===== config.mk =====
export PLATFORM = sky130hd
export DESIGN_NAME = key_debounce
export DESIGN_NICKNAME = d
export VERILOG_FILES = /design/src/rtl/key_pkg.sv /design/src/rtl/key_debounce_ch.sv /design/src/rtl/key_debounce.sv
export SDC_FILE = /design/constraint.sdc
export NUM_CORES = 1
export LEC_CHECK = 0
export CAP_MARGIN = 20
export CORE_AREA = 2 2 103 105
export DETAILED_ROUTE_END_ITERATION = 6
export DIE_AREA = 0 0 105 107
export GPL_TIMING_DRIVEN = 0
export PLACE_DENSITY = 0.68
export SLEW_MARGIN = 20
export SYNTH_ARGS = -nofsm -noshare
export SYNTH_HDL_FRONTEND = slang
export SYNTH_SLANG_ARGS = --single-unit

===== constraint.sdc =====
create_clock -name clk -period 2.4 [get_ports clk]
set_clock_uncertainty 0.15 [all_clocks]
set_input_delay 0.24 -clock clk [delete_from_list [all_inputs] [get_ports clk]]
set_output_delay 0.24 -clock clk [all_outputs]
set_load 0.01 [all_outputs]

===== src/rtl/key_pkg.sv =====
// -----------------------------------------------------------------------------
// key_pkg
// Shared definitions for the key_debounce block:
//   - clog2()               : ceiling log2, used to size the debounce counter
//   - state_e               : debounce FSM encoding (ST_STABLE / ST_PENDING)
//   - DEBOUNCE_CYCLES_50MHZ : 20 ms settle time at the 50 MHz board oscillator
// -----------------------------------------------------------------------------
package key_pkg;

    // 20 ms at 50 MHz.
    localparam int unsigned DEBOUNCE_CYCLES_50MHZ = 1_000_000;

    typedef enum logic {
        ST_STABLE  = 1'b0,  // synchronized level agrees with key_out
        ST_PENDING = 1'b1   // synchronized level differs, counting
    } state_e;

    // Ceiling log2 for elaboration-time sizing; clog2(8) = 3, clog2(9) = 4.
    function automatic int clog2(input longint unsigned value);
        int result;
        result = 0;
        for (longint unsigned v = value - 1; v != 0; v = v >> 1) begin
            result++;
        end
        return result;
    endfunction

endpackage : key_pkg


===== src/rtl/key_debounce_ch.sv =====
// -----------------------------------------------------------------------------
// key_debounce_ch
// One debounce channel: 2-flop synchronizer, STABLE/PENDING FSM with a
// consecutive-cycle counter, registered level and registered edge pulses.
//
// Ports:
//   clk       in   system clock
//   rst_n     in   asynchronous active-low reset
//   key_in    in   raw pad level, asynchronous to clk
//   key_out   out  debounced level
//   key_rise  out  one-cycle pulse when key_out goes 0->1
//   key_fall  out  one-cycle pulse when key_out goes 1->0
// -----------------------------------------------------------------------------
module key_debounce_ch
    import key_pkg::*;
#(
    parameter int unsigned DEBOUNCE_CYCLES = DEBOUNCE_CYCLES_50MHZ,
    parameter logic        IDLE_LEVEL      = 1'b0
) (
    input  logic clk,
    input  logic rst_n,
    input  logic key_in,
    output logic key_out,
    output logic key_rise,
    output logic key_fall
);

    localparam int               CNT_W    = clog2(DEBOUNCE_CYCLES);
    localparam logic [CNT_W-1:0] CNT_LAST = CNT_W'(DEBOUNCE_CYCLES - 1);

    if (DEBOUNCE_CYCLES < 2 || DEBOUNCE_CYCLES > (1 << 24)) begin : g_bad_param
        $error("key_debounce_ch: DEBOUNCE_CYCLES out of range 2..2^24");
    end

    logic             s1_q, s1_d;
    logic             s2_q, s2_d;
    logic             out_q, out_d;
    logic             rise_q, rise_d;
    logic             fall_q, fall_d;
    logic [CNT_W-1:0] cnt_q, cnt_d;
    state_e           state_q, state_d;

    // NOTE: every variable gets a default before the case so no path can
    // leave one unassigned; that is what keeps this block free of latches.
    always_comb begin
        s1_d    = key_in;
        s2_d    = s1_q;
        out_d   = out_q;
        rise_d  = 1'b0;
        fall_d  = 1'b0;
        cnt_d   = cnt_q;
        state_d = state_q;

        case (state_q)
            ST_STABLE: begin
                cnt_d = '0;
                if (s2_q != out_q) begin
                    // The edge that detects the mismatch is the first counted
                    // cycle, so the count restarts at 1 rather than 0. This
                    // places the accept on the (DEBOUNCE_CYCLES+2)-th edge
                    // after the pad change.
                    state_d = ST_PENDING;
                    cnt_d   = CNT_W'(1);
                end
            end
            ST_PENDING: begin
                if (s2_q == out_q) begin
                    // Bounced back: no partial credit.
                    state_d = ST_STABLE;
                    cnt_d   = '0;
                end else if (cnt_q == CNT_LAST) begin
                    state_d = ST_STABLE;
                    cnt_d   = '0;
                    out_d   = s2_q;
                    rise_d  = s2_q;
                    fall_d  = ~s2_q;
                end else begin
                    cnt_d = cnt_q + CNT_W'(1);
                end
            end
        endcase
    end

    // NOTE: sequential state uses non-blocking assignments so every flop
    // samples the pre-edge value of every other flop, as real hardware does.
    // The synchronizer flops are reset as well so a mid-PENDING reset cannot
    // leave a stale sample in the pipe.
    always_ff @(posedge clk or negedge rst_n) begin
        if (!rst_n) begin
            s1_q    <= IDLE_LEVEL;
            s2_q    <= IDLE_LEVEL;
            out_q   <= IDLE_LEVEL;
            rise_q  <= 1'b0;
            fall_q  <= 1'b0;
            cnt_q   <= '0;
            state_q <= ST_STABLE;
        end else begin
            s1_q    <= s1_d;
            s2_q    <= s2_d;
            out_q   <= out_d;
            rise_q  <= rise_d;
            fall_q  <= fall_d;
            cnt_q   <= cnt_d;
            state_q <= state_d;
        end
    end

    assign key_out  = out_q;
    assign key_rise = rise_q;
    assign key_fall = fall_q;

endmodule : key_debounce_ch


===== src/rtl/key_debounce.sv =====
// -----------------------------------------------------------------------------
// key_debounce
// N-channel debouncer and edge detector for Basys2 buttons/switches. Each
// channel is an independent key_debounce_ch; outputs are concatenated.
//
// Ports:
//   clk       in   system clock (50 MHz)
//   rst_n     in   asynchronous active-low reset
//   key_in    in   [N-1:0] raw pad levels, asynchronous to clk
//   key_out   out  [N-1:0] debounced levels
//   key_rise  out  [N-1:0] one-cycle rise pulses
//   key_fall  out  [N-1:0] one-cycle fall pulses
// -----------------------------------------------------------------------------
module key_debounce
    import key_pkg::*;
#(
    parameter int unsigned N               = 4,
    parameter int unsigned DEBOUNCE_CYCLES = DEBOUNCE_CYCLES_50MHZ,
    parameter logic        IDLE_LEVEL      = 1'b0
) (
    input  logic         clk,
    input  logic         rst_n,
    input  logic [N-1:0] key_in,
    output logic [N-1:0] key_out,
    output logic [N-1:0] key_rise,
    output logic [N-1:0] key_fall
);

    for (genvar g = 0; g < int'(N); g++) begin : g_ch
        key_debounce_ch #(
            .DEBOUNCE_CYCLES (DEBOUNCE_CYCLES),
            .IDLE_LEVEL      (IDLE_LEVEL)
        ) u_ch (
            .clk      (clk),
            .rst_n    (rst_n),
            .key_in   (key_in[g]),
            .key_out  (key_out[g]),
            .key_rise (key_rise[g]),
            .key_fall (key_fall[g])
        );
    end

endmodule : key_debounce


==> flow_metrics.tcl, run 1 <==
set metrics [dict create \
    synth_flop_cell "dfrtp_1" \
    hold_depth 1 \
    ios 18 \
    period_share 0.959 \
    critPathMaxFanout 10 \
    track_usage 0.170 \
    clk_latency_ns 0.38 \
    crit_path_cell_trace "or4_1, or4_4, o21ai_4, buf_6, nor2_1" \
    reg2reg_slack_ns 0.1 \
    fin_crit_ns 2.30 \
    sw_frac_of_total 0.231 \
    cts_max_level 3 \
    power.leakage_nw 2.21 \
    outcome "finished clean" \
    area_growth_pct 12.5 \
    hold_path_end "g_ch[0].u_ch.s1_q" \
    final_nets 519 \
    finalPower_mw 3.08 \
    grt_start_max_net_pins 69 \
    async_flop_share 1.00 \
    crit_arrival_ns 2.43 \
    drc 0 \
    r2r-start "g_ch[1].u_ch.cnt_q[13]" \
    endpoint_kind "register" \
    drtPass1Iterations 4 \
    gp_congestion 0.815 \
    drive_gt1_frac 0.0992 \
    ir_drop_v 0.000286 \
    cts_buffers 9 \
    dp_hpwl_um 5860 \
    vias 3511 \
    required_ns 2.53 \
    synth_area_mm2 0.00491 \
    syn-num-nets 489 \
    crit_family "simple AND/OR/NAND/NOR gates" \
    dieHeight_um 107 \
    cts_root_buf "clkbuf_8" \
    fmax_ghz 0.434 \
    power_density_mw_per_mm2 557 \
    seqPwrFrac 0.585 \
    row_count 37 \
    rsz0062_at_grt "false" \
    ys_ff_latch 104 \
    avgSynthCellArea_um2 10.2 \
    clockBufferDepth 2 \
    hold_class "input pin to register" \
    n_antenna_cell 0 \
    worstSetupPathType "register to register" \
    report.final.slew_viol_count 0 \
    avgRoutedWirePerCell_um 13.5 \
    fin_area_mm2 0.00552 \
    worst_r2r_path_depth 5 \
    fin_cells 650 \
    die_w_um 105 \
    placed_cell_area_mm2 0.00528 \
    grt_pass1_vias 3345 \
    start_util 0.486 \
    p_int_mw 2.37 \
    vias_per_cell 5.40 \
    r2r-end "g_ch[1].u_ch.cnt_q[11]" \
    power_frac_clock 0.370 \
    clock_sinks 104 \
    hp-start "key_in[0]" \
    routed_wirelength_um 8750 \
    cts_tree "yes" \
    grt_overflow_total 0 \
    setup_viol 0 \
    clkTransAtPathRegs_ns 0.10 \
    synth_cells 479 \
    start_kind "register" \
    ys_seq_area_frac 0.530 \
    crit_slowest_cell "or4_4" \
    drtIter0Drc 165 \
    final_cell_mix "104 x dfrtp_1, 64 x nor2_1, 30 x xnor2_1" \
    core_mm2 0.0101 \
    final-hold-violation-count 0 \
    relSlewSlack 0.753 \
    portBuffers 17 \
    switchingPower_mw 0.710 \
    worstMarginPinSlew_ns 0.368 \
    final_common_cell "dfrtp_1" \
    pwr-share-comb 0.045 \
    crit_buf_inv 1 \
    yosys_warnings 0 \
    postRouteAntennaNets 0 \
    ys_types 44 \
    grt_pass1_wl_um 15500 \
    crit_path_max_incr_delay_ns 0.54 \
    antenna_found_initial 0 \
    synth_edf_count 0 \
    maxCapViolations 0 \
    place_inst 633 \
    die-area_mm2 0.0112 \
]
[worst reg2reg max path, stage by stage, from the launching register on]
cell     delay, ns
dfrtp_1       0.45
or4_1         0.52
or4_4         0.54
o21ai_4       0.30
buf_6         0.19
nor2_1        0.06
[flip-flops by register name, summed over array words and instances, names as in the netlist]
register / cells
g_ch.u_ch.state_q: 4
g_ch.u_ch.key_fall: 4
g_ch.u_ch.s2_q: 4
g_ch.u_ch.cnt_q: 80
g_ch.u_ch.s1_q: 4
g_ch.u_ch.key_out: 4
g_ch.u_ch.key_rise: 4
[worst max path at each step]
stage	from	endpoint	slack [ns]	cells after the start
after floorplan	g_ch[1].u_ch.cnt_q[13]	g_ch[1].u_ch.key_out	0.22	4
after global placement	rst_n	g_ch[1].u_ch.cnt_q[14]	-2.96	1
after detailed placement	g_ch[0].u_ch.cnt_q[0]	g_ch[0].u_ch.state_q	0.04	7
after CTS	g_ch[2].u_ch.cnt_q[0]	g_ch[2].u_ch.cnt_q[11]	0.02	8
after global routing	g_ch[0].u_ch.cnt_q[0]	g_ch[0].u_ch.state_q	0.000005	7
final	g_ch[1].u_ch.cnt_q[13]	g_ch[1].u_ch.cnt_q[11]	0.1	5
[synth_stat cells (9+ instances only)]
cell type / instances / share of area
or4_1: 16 / 0.024
nand4_1: 22 / 0.028
o21ai_0: 10 / 0.010
o31ai_1: 12 / 0.018
a21oi_1: 24 / 0.024
clkbuf_1: 9 / 0.0069
xor2_1: 25 / 0.045
or3_1: 11 / 0.014
and3_1: 10 / 0.013
dfrtp_1: 104 / 0.53
buf_4: 14 / 0.021
nor2_1: 64 / 0.049
nand2_1: 24 / 0.018
xnor2_1: 30 / 0.054
nor4_1: 9 / 0.011
nand3_1: 25 / 0.026
inv_1: 14 / 0.011
[kinds of logic after synthesis]
kind of cell               Yosys count  share of synthesized area
xor gates and xnor gates            55                     0.0982
adders and majority gates            4                     0.0102
AOI/OAI and AO/OA                   55                     0.0694
and+or+nand+nor                    218                      0.242
DFF                                104                      0.530
muxes                                3                    0.00689
buffers and inverters               40                     0.0434
[what timing repair did]
item	in CTS	in global routing
hold endpoints to repair	54	0
buffers inserted	0	1
hold buffers	1	0
gates resized for setup	0	10
setup endpoints to repair	0	41
[cell type report]
cell class / count / area (um2)
sequential: 104 / 2600
fill: 910 / 4570
multi-input combinational: 335 / 2110
inverter: 14 / 52.6
clock inverter: 4 / 52.6
buffer: 25 / 159
timing repair buffer: 20 / 216
tap: 136 / 170
clock buffer: 12 / 155
[metrics by stage]
stage	utilization	TNS, ns	hold WS (ns)	setup slack [ns]
2_1_floorplan	-	0	-0.206	0.219
3_3_place_gp	0.520	-306.91	0.186	-2.96
3_5_place_dp	0.523	0	0.0172	0.0450
4_1_cts	0.544	0	0.131	0.0218
5_1_grt	0.547	0	0.144	0.00000488
6_report	0.547	0	0.143	0.0985
[power groups by stage]
stage               registers [mW]  clock network, mW  logic [mW]
finish                        1.80               1.14       0.137
global route                  1.81               1.24       0.158
CTS                           1.80               1.17       0.141
detailed placement            1.84                  0       0.139
global placement              1.84                  0       0.131
floorplan                     1.83                  0      0.0718
[layer usage]
metal	wire (um)	track usage	share of wire	vias to the layer above
li1	-	-	-	1738
met1	4250	0.227	0.49	1710
met2	4050	0.271	0.46	53
met3	309	0.0359	0.035	10
met4	141	0.0686	0.016	0
met5	0	0	0	-
No activity file was read; power rests on OpenSTA's default activity.
==> run 2: changes to the inputs <==
--- a/config.mk
+++ b/config.mk
@@ -7,6 +7,7 @@
 export LEC_CHECK = 0
 export CAP_MARGIN = 20
 export CORE_AREA = 2 2 103 105
+export CTS_BUF_LIST = sky130_fd_sc_hd__clkbuf_8
 export DETAILED_ROUTE_END_ITERATION = 6
 export DIE_AREA = 0 0 105 107
 export GPL_TIMING_DRIVEN = 0
==> run 2 against run 1 <==
Non-clock buffer count did not move. Critical endpoint unchanged. Combinational power hardly changed. Clock power hardly changed. Cell area is the same. Largest power group unchanged. Highest routed layer unchanged. Final cell count is the same. First-iteration DRC count unchanged. Worst hold slack got worse by 0.00055 ns. Routed wire length unchanged.
==> flow_metrics.tcl, run 2 (synthesis results as in run 1) <==
set metrics [dict create \
    crit_arrival_ns 2.43 \
    ir_drop_v 0.000282 \
    final_common_cell "dfrtp_1" \
    start_kind "register" \
    n_antenna_cell 0 \
    clock_sinks 104 \
    relSlewSlack 0.753 \
    clockBufferDepth 2 \
    seqPwrFrac 0.586 \
    largest_reg_flops 80 \
    fill_cells 910 \
    portBuffers 17 \
    cts_tree "yes" \
    die_w_um 105 \
    report.final.slew_viol_count 0 \
    ios 18 \
    fin_setup_tns_ns 0 \
    grt_overflow_total 0 \
    p_int_mw 2.36 \
    postRouteAntennaNets 0 \
    track_usage 0.170 \
    row_count 37 \
    vias_per_cell 5.40 \
    grt_start_max_net_pins 69 \
    cts_root_buf "clkbuf_8" \
    fin_cells 650 \
    power_frac_clock 0.369 \
    sw_frac_of_total 0.231 \
    dieHeight_um 107 \
    final-hold-violation-count 0 \
    fmax_ghz 0.434 \
    final_cell_mix "104 x dfrtp_1, 64 x nor2_1, 30 x xnor2_1" \
    cts_buffers 9 \
    drtIter0Drc 165 \
    fin_crit_ns 2.30 \
    drtPass1Iterations 4 \
    finalPower_mw 3.07 \
    cts_max_level 3 \
    critPathMaxFanout 10 \
    worstSetupPathType "register to register" \
    drive_gt1_frac 0.0992 \
    outcome "finished clean" \
    endpoint_kind "register" \
    grt_pass1_vias 3345 \
    switchingPower_mw 0.711 \
    regMostFlops "g_ch.u_ch.cnt_q" \
    drc 0 \
    power.leakage_nw 2.22 \
    hold_class "input pin to register" \
    required_ns 2.53 \
    gp_congestion 0.815 \
    core_mm2 0.0101 \
    pwr-share-comb 0.045 \
    routed_wirelength_um 8750 \
    worstMarginPinSlew_ns 0.368 \
    final_nets 519 \
    clk_latency_ns 0.38 \
    maxCapViolations 0 \
    power_density_mw_per_mm2 557 \
    clkTransAtPathRegs_ns 0.10 \
    area_growth_pct 12.5 \
    die-area_mm2 0.0112 \
    utilization 0.547 \
    dp_hpwl_um 5860 \
    period_share 0.959 \
    vias 3512 \
    antenna_found_initial 0 \
    grt_pass1_wl_um 15500 \
    setup_viol 0 \
    start_util 0.486 \
    avgRoutedWirePerCell_um 13.5 \
    place_inst 633 \
]
-- run 2: worst paths after layout --
kind / startpoint / end / slack (ns) / cells after the start
min reg2reg: g_ch[0].u_ch.s1_q / g_ch[0].u_ch.s2_q / 0.21 / 0
min in group asynchronous: rst_n / g_ch[3].u_ch.cnt_q[8] / 0.17 / 2
min: key_in[0] / g_ch[0].u_ch.s1_q / 0.14 / 1
max reg2reg: g_ch[1].u_ch.cnt_q[13] / g_ch[1].u_ch.cnt_q[11] / 0.1 / 5
max in group asynchronous: rst_n / g_ch[2].u_ch.cnt_q[2] / 1.27 / 3
max: g_ch[1].u_ch.cnt_q[13] / g_ch[1].u_ch.cnt_q[11] / 0.1 / 5
-- run 2: area by class of cell --
| cell class | instances | area, um2 | area share |
|---|---|---|---|
| Inverter | 14 | 52.6 | 0.00952 |
| Clock inverter | 5 | 56.3 | 0.0102 |
| Sequential cell | 104 | 2600 | 0.471 |
| Clock buffer | 11 | 151 | 0.0274 |
| Buffer | 25 | 159 | 0.0288 |
| Timing Repair Buffer | 20 | 216 | 0.0392 |
| Multi-Input combinational cell | 335 | 2110 | 0.383 |
| Tap cell | 136 | 170 | 0.0308 |
-- run 2: repair_timing --
item                                    CTS  global route
gates resized for setup                   0            10
hold endpoints to repair                 54             0
hold buffers                              1             0
endpoints found under the setup margin    0            41
setup buffers                             0             1
-- run 2: through the flow --
stage / worst slack, ns / hold WS [ns] / cell area [um2]
finish: 0.0985 / 0.143 / 5520
floorplan: 0.219 / -0.206 / 4910
CTS: 0.0218 / 0.130 / 5490
global route: -0.0000151 / 0.144 / 5520
global placement: -2.96 / 0.186 / 5250
detailed placement: 0.0450 / 0.0172 / 5280
-- run 2: power groups by stage --
stage	Clock, mW	Combinational [mW]	Sequential (mW)
6_report	1.14	0.137	1.80
5_1_grt	1.24	0.158	1.81
4_1_cts	1.17	0.141	1.80
3_5_place_dp	0	0.139	1.84
3_3_place_gp	0	0.131	1.84
2_1_floorplan	0	0.0718	1.83
-- run 2: routing by layer --
layer / part of all wire / vias up / GRT usage
met5: 0 / - / 0
met2: 0.46 / 53 / 0.271
li1: - / 1738 / -
met1: 0.49 / 1711 / 0.227
met4: 0.016 / 0 / 0.0686
met3: 0.035 / 10 / 0.0359
-- run 2: critical path, stage by stage, from the launching register on --
cell	delay [ns]
dfrtp_1	0.45
or4_1	0.52
or4_4	0.54
o21ai_4	0.30
buf_6	0.19
nor2_1	0.06
==> run 3: changes to the inputs <==
--- a/config.mk
+++ b/config.mk
@@ -6,12 +6,13 @@
 export NUM_CORES = 1
 export LEC_CHECK = 0
 export CAP_MARGIN = 20
-export CORE_AREA = 2 2 103 105
+export CORE_AREA = 2 2 92 94
 export CTS_BUF_LIST = sky130_fd_sc_hd__clkbuf_8
+export CTS_CLUSTER_SIZE = 25
 export DETAILED_ROUTE_END_ITERATION = 6
-export DIE_AREA = 0 0 105 107
+export DIE_AREA = 0 0 94 96
 export GPL_TIMING_DRIVEN = 0
-export PLACE_DENSITY = 0.68
+export PLACE_DENSITY = 0.8
 export SLEW_MARGIN = 20
 export SYNTH_ARGS = -nofsm -noshare
 export SYNTH_HDL_FRONTEND = slang
==> constraint.sdc (replaced) <==
create_clock -name clk -period 2.25 [get_ports clk]
set_clock_uncertainty 0.15 [all_clocks]
set_input_delay 0.225 -clock clk [delete_from_list [all_inputs] [get_ports clk]]
set_output_delay 0.225 -clock clk [all_outputs]
set_load 0.01 [all_outputs]
==> run 3 against run 2 <==
Non-clock buffer count up 2. Sequential power up 7%. Routed wire length up 4.7%. Largest power group unchanged.
==> flow_metrics.tcl, run 3 (synthesis results as in run 1) <==
set metrics [dict create \
    crit_path_max_incr_delay_ns 0.55 \
    r2r-end "g_ch[1].u_ch.key_out" \
    cp.depth 4 \
    worst_r2r_path_depth 4 \
    seqPwrFrac 0.564 \
    maxCapViolations 0 \
    die-area_mm2 0.00902 \
    dieHeight_um 96 \
    grt_start_max_net_pins 67 \
    placed_cell_area_mm2 0.00524 \
    regMostFlops "g_ch.u_ch.cnt_q" \
    critPathMaxFanout 4 \
    endpoint_kind "register" \
    final-hold-violation-count 0 \
    crit_slowest_cell "or4_4" \
    cts_root_buf "clkbuf_8" \
    clkTransAtPathRegs_ns 0.10 \
    cts_tree "yes" \
    clk_latency_ns 0.37 \
    worstSetupPathType "register to register" \
    antenna_found_initial 0 \
    drive_gt1_frac 0.120 \
    hold_path_end "g_ch[1].u_ch.s1_q" \
    grt_pass1_vias 3541 \
    fin_crit_ns 2.23 \
    power_frac_clock 0.390 \
    crit_family "simple AND/OR/NAND/NOR gates" \
    area_growth_pct 14.1 \
    largest_reg_flops 80 \
    hold_depth 1 \
    cts_max_level 3 \
    dp_hpwl_um 6090 \
    clock_sinks 104 \
    drtIter0Drc 162 \
    start_util 0.609 \
    hp-start "key_in[1]" \
    crit_path_cell_trace "or4_1, or4_4, nor3_4, mux2_4" \
    routed_wirelength_um 9160 \
    core_mm2 0.00805 \
    final_nets 521 \
    cts_buffers 9 \
    avgRoutedWirePerCell_um 14.7 \
    power.leakage_nw 2.26 \
    power_density_mw_per_mm2 608 \
    ir_drop_v 0.000451 \
    multi_input_area_mm2 0.00215 \
    fin_cells 621 \
    clockBufferDepth 2 \
    rsz0062_at_grt "true" \
    report.final.slew_viol_count 0 \
    gp_congestion 0.850 \
    start_kind "register" \
    place_inst 602 \
    vias 3631 \
    final_common_cell "dfrtp_1" \
    setup_viol 0 \
    drc 0 \
    grt_overflow_total 0 \
    p_int_mw 2.62 \
    r2r-start "g_ch[1].u_ch.cnt_q[12]" \
    fmax_ghz 0.448 \
    worstMarginPinSlew_ns 0.433 \
    switchingPower_mw 0.787 \
    reg2reg_slack_ns 0.02 \
    pwr-share-comb 0.046 \
    crit_arrival_ns 2.34 \
    hold_class "input pin to register" \
    fill_cells 611 \
    crit_buf_inv 0 \
    n_antenna_cell 0 \
    grt_pass1_wl_um 15900 \
    drtPass1Iterations 4 \
    postRouteAntennaNets 0 \
    regArea_mm2 0.00260 \
    sw_frac_of_total 0.231 \
    vias_per_cell 5.85 \
    ios 18 \
    final_cell_mix "104 x dfrtp_1, 64 x nor2_1, 30 x xnor2_1" \
    outcome "finished clean" \
    required_ns 2.36 \
    row_count 33 \
    track_usage 0.222 \
    relSlewSlack 0.709 \
    die_w_um 94 \
    fin_area_mm2 0.00560 \
    portBuffers 17 \
    period_share 0.991 \
]
[run 3: timing repair]
action	4_1_cts	5_1_grt
endpoints found under the setup margin	60	51
pin swaps	3	4
gates resized for setup	10	10
hold endpoints to repair	101	0
hold buffers	1	0
setup buffers	5	1
[run 3: layer usage]
layer,vias to the layer above,track usage,part of all wire,wire (um)
li1,1757,-,-,-
met5,-,0,0,0
met3,6,0.0572,0.035,325
met4,0,0.0531,0.0052,48
met1,1783,0.298,0.46,4210
met2,85,0.367,0.50,4580
[run 3: worst max path at each step]
stage	end	startpoint
floorplan	g_ch[1].u_ch.key_out	g_ch[1].u_ch.cnt_q[13]
global route	g_ch[1].u_ch.key_out	g_ch[1].u_ch.cnt_q[12]
finish	g_ch[1].u_ch.key_out	g_ch[1].u_ch.cnt_q[12]
detailed placement	g_ch[0].u_ch.state_q	g_ch[0].u_ch.cnt_q[0]
CTS	g_ch[1].u_ch.key_out	g_ch[1].u_ch.cnt_q[15]
global placement	g_ch[0].u_ch.cnt_q[14]	rst_n
[run 3: area by class of cell]
class | count | share of cell area
tap | 105 | 0.0235
buffer | 22 | 0.0286
clock buffer | 10 | 0.0246
clock inverter | 6 | 0.0161
inverter | 14 | 0.00939
sequential | 104 | 0.465
timing repair buffer | 25 | 0.0476
multi-input combinational | 335 | 0.385
[run 3: stage by stage]
stage	setup slack [ns]	util	power, mW	hold slack [ns]	TNS, ns
floorplan	0.0689	-	2.03	-0.221	0
global placement	-2.96	0.647	2.09	0.185	-308.36
detailed placement	-0.111	0.650	2.10	0.00142	-2.54
CTS	0.00117	0.691	3.42	0.117	0
global route	-0.0451	0.695	3.53	0.123	-0.0463
finish	0.0193	0.695	3.40	0.130	0
[run 3: power groups by stage]
stage / combinational, mW / clock, mW / sequential, mW
after floorplan: 0.0766 / 0 / 1.95
after detailed placement: 0.146 / 0 / 1.96
after CTS: 0.155 / 1.34 / 1.92
after global placement: 0.137 / 0 / 1.96
final: 0.155 / 1.33 / 1.92
after global routing: 0.177 / 1.43 / 1.93
